--- src/rtl/irq_front_pkg.sv ---
// rtl/irq_front_pkg.sv - shared defaults and debounce state encoding for the interrupt front end
package irq_front_pkg;

  localparam int N_SRC_DEF           = 3;
  localparam int SYNC_STAGES_DEF     = 2;
  localparam int DEBOUNCE_CYCLES_DEF = 16;

  typedef enum logic [1:0] {
    IDLE      = 2'd0,
    RISE_WAIT = 2'd1,
    HIGH      = 2'd2,
    FALL_WAIT = 2'd3
  } db_state_e;

endpackage

--- src/rtl/irq_debounce.sv ---
// rtl/irq_debounce.sv - one button channel: synchroniser, debounce FSM and rising-edge press strobe
module irq_debounce import irq_front_pkg::*; #(
  parameter int SYNC_STAGES     = SYNC_STAGES_DEF,
  parameter int DEBOUNCE_CYCLES = DEBOUNCE_CYCLES_DEF
) (
  input  logic clk,
  input  logic rst,
  input  logic btn_raw,
  output logic press
);

  localparam int CNT_W = $clog2(DEBOUNCE_CYCLES + 1);
  localparam logic [CNT_W-1:0] CNT_LAST = CNT_W'(DEBOUNCE_CYCLES - 1);
  localparam logic [CNT_W-1:0] CNT_ONE  = CNT_W'(1);

  logic [SYNC_STAGES-1:0] sync_q;
  logic                   btn_sync;
  db_state_e              state_q, state_d;
  logic [CNT_W-1:0]       cnt_q, cnt_d;

  assign btn_sync = sync_q[SYNC_STAGES-1];

  always_ff @(posedge clk or posedge rst) begin
    if (rst) begin
      sync_q  <= '0;
      state_q <= IDLE;
      cnt_q   <= '0;
    end else begin
      sync_q  <= {sync_q[SYNC_STAGES-2:0], btn_raw};
      state_q <= state_d;
      cnt_q   <= cnt_d;
    end
  end

  // press is combinational here; the top registers it into brk on the same edge the FSM enters HIGH
  always_comb begin
    state_d = state_q;
    cnt_d   = cnt_q;
    press   = 1'b0;
    case (state_q)
      IDLE: begin
        if (btn_sync) begin
          state_d = RISE_WAIT;
          cnt_d   = CNT_ONE;
        end
      end
      RISE_WAIT: begin
        if (!btn_sync) begin
          state_d = IDLE;
          cnt_d   = '0;
        end else if (cnt_q == CNT_LAST) begin
          state_d = HIGH;
          cnt_d   = '0;
          press   = 1'b1;
        end else begin
          cnt_d = cnt_q + CNT_ONE;
        end
      end
      HIGH: begin
        if (!btn_sync) begin
          state_d = FALL_WAIT;
          cnt_d   = CNT_ONE;
        end
      end
      FALL_WAIT: begin
        if (btn_sync) begin
          state_d = HIGH;
          cnt_d   = '0;
        end else if (cnt_q == CNT_LAST) begin
          state_d = IDLE;
          cnt_d   = '0;
        end else begin
          cnt_d = cnt_q + CNT_ONE;
        end
      end
      default: begin
        state_d = IDLE;
        cnt_d   = '0;
      end
    endcase
  end

endmodule

--- src/rtl/irq_front_end.sv ---
// rtl/irq_front_end.sv - debounced button interrupts with pending/lost tracking and priority encode
module irq_front_end import irq_front_pkg::*; #(
  parameter int N_SRC           = N_SRC_DEF,
  parameter int SYNC_STAGES     = SYNC_STAGES_DEF,
  parameter int DEBOUNCE_CYCLES = DEBOUNCE_CYCLES_DEF
) (
  input  logic                       clk,
  input  logic                       rst,
  input  logic [N_SRC-1:0]           btn_raw,
  input  logic [N_SRC-1:0]           mask,
  input  logic [N_SRC-1:0]           ack,
  input  logic                       clear_lost,
  output logic [N_SRC-1:0]           brk,
  output logic [N_SRC-1:0]           pending,
  output logic [N_SRC-1:0]           lost,
  output logic                       irq_any,
  output logic [$clog2(N_SRC+1)-1:0] top_id
);

  localparam int ID_W = $clog2(N_SRC + 1);

  logic [N_SRC-1:0] press;
  logic [N_SRC-1:0] press_en;

  for (genvar i = 0; i < N_SRC; i++) begin : gen_ch
    irq_debounce #(
      .SYNC_STAGES    (SYNC_STAGES),
      .DEBOUNCE_CYCLES(DEBOUNCE_CYCLES)
    ) u_db (
      .clk    (clk),
      .rst    (rst),
      .btn_raw(btn_raw[i]),
      .press  (press[i])
    );
  end

  assign press_en = press & mask;

  // A press alongside ack keeps the request alive and is not counted as lost
  always_ff @(posedge clk or posedge rst) begin
    if (rst) begin
      brk     <= '0;
      pending <= '0;
      lost    <= '0;
    end else begin
      brk     <= press_en;
      pending <= press_en | (pending & ~ack);
      lost    <= clear_lost ? '0 : (lost | (press_en & pending & ~ack));
    end
  end

  always_comb begin
    top_id = '0;
    for (int j = 0; j < N_SRC; j++) begin
      if (pending[j]) top_id = ID_W'(j + 1);
    end
  end

  assign irq_any = |pending;

endmodule

--- config.mk ---
export PLATFORM = sky130hd
export DESIGN_NAME = irq_front_end
export DESIGN_NICKNAME = d
export VERILOG_FILES = /design/src/rtl/irq_front_pkg.sv /design/src/rtl/irq_debounce.sv /design/src/rtl/irq_front_end.sv
export SDC_FILE = /design/constraint.sdc
export NUM_CORES = 1
export LEC_CHECK = 0
export ABC_AREA = 1
export BUFFER_PORTS_ARGS = -buffer_cell sky130_fd_sc_hd__buf_2
export CAP_MARGIN = 20
export CORE_MARGIN = 2
export CORE_UTILIZATION = 57
export CTS_BUF_LIST = sky130_fd_sc_hd__clkbuf_16
export CTS_CLUSTER_DIAMETER = 30
export DETAILED_ROUTE_END_ITERATION = 12
export GPL_ROUTABILITY_DRIVEN = 0
export HOLD_SLACK_MARGIN = 0.12
export PLACE_DENSITY_LB_ADDON = 0.12
export SYNTH_ARGS = -nofsm -noshare
export SYNTH_HDL_FRONTEND = slang
export SYNTH_SLANG_ARGS = --single-unit
--- constraint.sdc ---
create_clock -name clk -period 3.36 [get_ports clk]
set_input_delay 0.336 -clock clk [delete_from_list [all_inputs] [get_ports clk]]
set_output_delay 0.336 -clock clk [all_outputs]
set_load 0.005 [all_outputs]
==> impl_metrics.csv <==
group,metric,value,unit
global_route,use_met2,34.1,%
route,wl_per_cell,11.9,um
timing,tns,0,ns
cts,cts-hold-fix-buffers,0,
synth,synth_edf_count,0,
timing,fin_crit_sh,39.0,%
layout,drive_gt1_share,19.2,%
cts,cts-root-buf,"clkbuf_16",
cts,insertion_delay,0.27,ns
route,via_per_inst,5.16,
cts,clk_pin_slew_worst_paths,0.05,ns
synth,synth_warnings,0,
cts,cts.sinks,36,
pwr,ir_worst_vdd,0.601,mV
cts,cts_max_level,2,
synth,avgSynthCellArea,8.91,sq um
global_route,grt_overflow,0,
global_route,grt_max_degree,37,
global_route,antenna_found_initial,0,
route,drtIter0Drc,35,
timing,rsz0062_at_grt,"no",
worst_setup_path,cp-start-kind,"flop",
layout,fillerInstances,205,
run,maxCapViolations,0,
worst_setup_path,path_max_fanout,4,
layout,area_delta_synth_final,17.1,%
timing,setup_viol,0,
die,die_x,57.5,um
die,boundaryPins,24,
die,coreArea,2730,sq um
route,wl,2.89,mm
global_route,grtUsageTotal,21.1,%
synth,postSynthNetCount,198,
worst_setup_path,cp-end-kind,"primary output",
global_route,grt_use_met3,8.39,%
timing,setup_ws,2.05,ns
timing,slew_headroom,71.0,%
synth,syn-cell-area,1630,sq um
cts,numCtsBuffers,5,
worst_setup_path,path_class,"reg -> out",
status,outcome,"complete, no violations",
synth,synth_top_area_cell,"dfrtp_1",
placement,hpwlAfterDp,2.10,mm
placement,numPortBuffers,23,
route,drtAntennaViolNets,0,
cts,postCtsSetupBuffers,0,
global_route,grt_pass1_vias,1231,
worst_setup_path,cp.required,3.02,ns
layout,multi_input_comb_area,617,sq um
timing,fmax,764,MHz
route,drt_pass1_iterations,4,
global_route,grt_pass1_wl,5.13,mm
synth,synthFlopType,"dfrtp_1",
pwr,p_leak,0.994,nW
die,initial_utilization,59.6,%
global_route,top_usage_layer,"met2",
synth,netlist_top_cells_count,"36 x dfrtp_1, 36 x nand2_1, 24 x inv_1, 20 x nand3_1, 19 x nor2_1",
worst_hold_path,hp-class,"in -> async",
timing,skew,0.00397,ns
timing,final_hold_viol_count,0,
route,vias,1258,
synth,synth-async-reset-ratio,100,%
global_route,use_met1,24.7,%
synth,syn-instance-count,183,
synth,synth_cell_type_count,21,
pwr,power.density,648,nW/um^2
layout,diodes,0,
layout,nets,227,
timing,worst_pin_slew,0.435,ns
synth,yosysSeqAreaShare,55.3,%
synth,netlist_top_cells_area,"dfrtp_1 55%, nand2_1 8.3%, nand3_1 6.1%",
placement,pre_cts_ws,2.15,ns
synth,ys_seq_elements,36,
die,die_area,3300,sq um
cts,cts_buffer_depth,2,
timing,layout_min_cycle_time,1.31,ns
synth,synth_top_area_share,55.3,%
die,rows,19,
worst_setup_path,reg2reg_depth,5,
die,die_y,57.5,um
layout,regArea,901,sq um
cts,cts.repair.resized,0,
timing,slew_violations,0,
cts,tritoncts,"built",
worst_setup_path,cp.arrival,0.97,ns
route,route.detailed.drc,0,
[cell usage in the layout, fill, tap and decap left out, types with 3 or more instances in the layout]
cell type,netlist,layout
o21ai_0,10,10
a21oi_1,10,10
inv_1,24,26
clkbuf_16,0,5
nor2_1,19,19
buf_2,0,23
nand4_1,4,4
or2_1,3,3
ha_1,3,3
nand2_1,36,36
dfrtp_1,36,36
nand2_2,4,4
nand3_1,20,20
[power by group]
part | internal, W | switching [W]
clock | 0.000266 | 0.000153
sequential | 0.000490 | 0.0000838
combinational | 0.0000983 | 0.000146
total | 0.000854 | 0.000383
[kinds of logic after synthesis]
| kind of cell | synth area share (%) |
|---|---|
| and+or+nand+nor | 26.7 |
| buffers and inverters | 6.91 |
| DFF | 55.3 |
| adders and majority gates | 2.30 |
| xor gates and xnor gates | 1.61 |
| AOI/OAI and AO/OA | 7.21 |
[metrics by stage]
step	instances	utilization [%]	hold WS, ns	area (sq um)	power, W
global placement	236	64.9	0.333	1770	0.000803
CTS	244	69.8	0.159	1910	0.00125
floorplan	183	-	0.331	1630	0.000785
finish	244	69.8	0.143	1910	0.00124
detailed placement	236	64.9	0.336	1770	0.000824
global route	244	69.8	0.155	1910	0.00132
[state kept, by name (all words and copies together), names as in the netlist, named ones only]
register / flops
gen_ch.u_db.cnt_q: 15
gen_ch.u_db.sync_q: 6
brk: 3
gen_ch.u_db.state_q: 3
lost: 3
pending: 3
[cell type report]
| type | instances | share of cell area [%] |
|---|---|---|
| timing repair buffer | 24 | 6.42 |
| clock buffer | 5 | 6.55 |
| clock inverter | 3 | 0.590 |
| tap | 31 | 2.03 |
| multi-input combinational | 120 | 32.3 |
| sequential | 36 | 47.2 |
| inverter | 25 | 4.91 |
[path summary, 6_finish.rpt]
path | slack [ns] | from | to
min in group clk | 0.17 | btn_raw[1] | gen_ch[1].u_db.sync_q[0]
worst max-delay path | 2.05 | pending[2] | top_id[0]
max in group asynchronous | 2.90 | rst | gen_ch[2].u_db.cnt_q[3]
worst min-delay path | 0.14 | rst | gen_ch[1].u_db.sync_q[0]
worst min register to register | 0.35 | gen_ch[1].u_db.sync_q[0] | gen_ch[1].u_db.sync_q[1]
worst max register to register | 2.13 | gen_ch[0].u_db.cnt_q[0] | lost[0]
[critical path: stages, from the launching register on]
cell and delay [ns]:
dfrtp_1 0.37, inv_1 0.11, o21ai_0 0.09, buf_2 0.13
[metal layers]
layer,part of all wire (%),vias up
met4,1.1,0
met3,5.6,4
met5,0,-
met2,48,30
met1,45,579
li1,-,645
No activity file was read; power rests on OpenSTA's default activity.
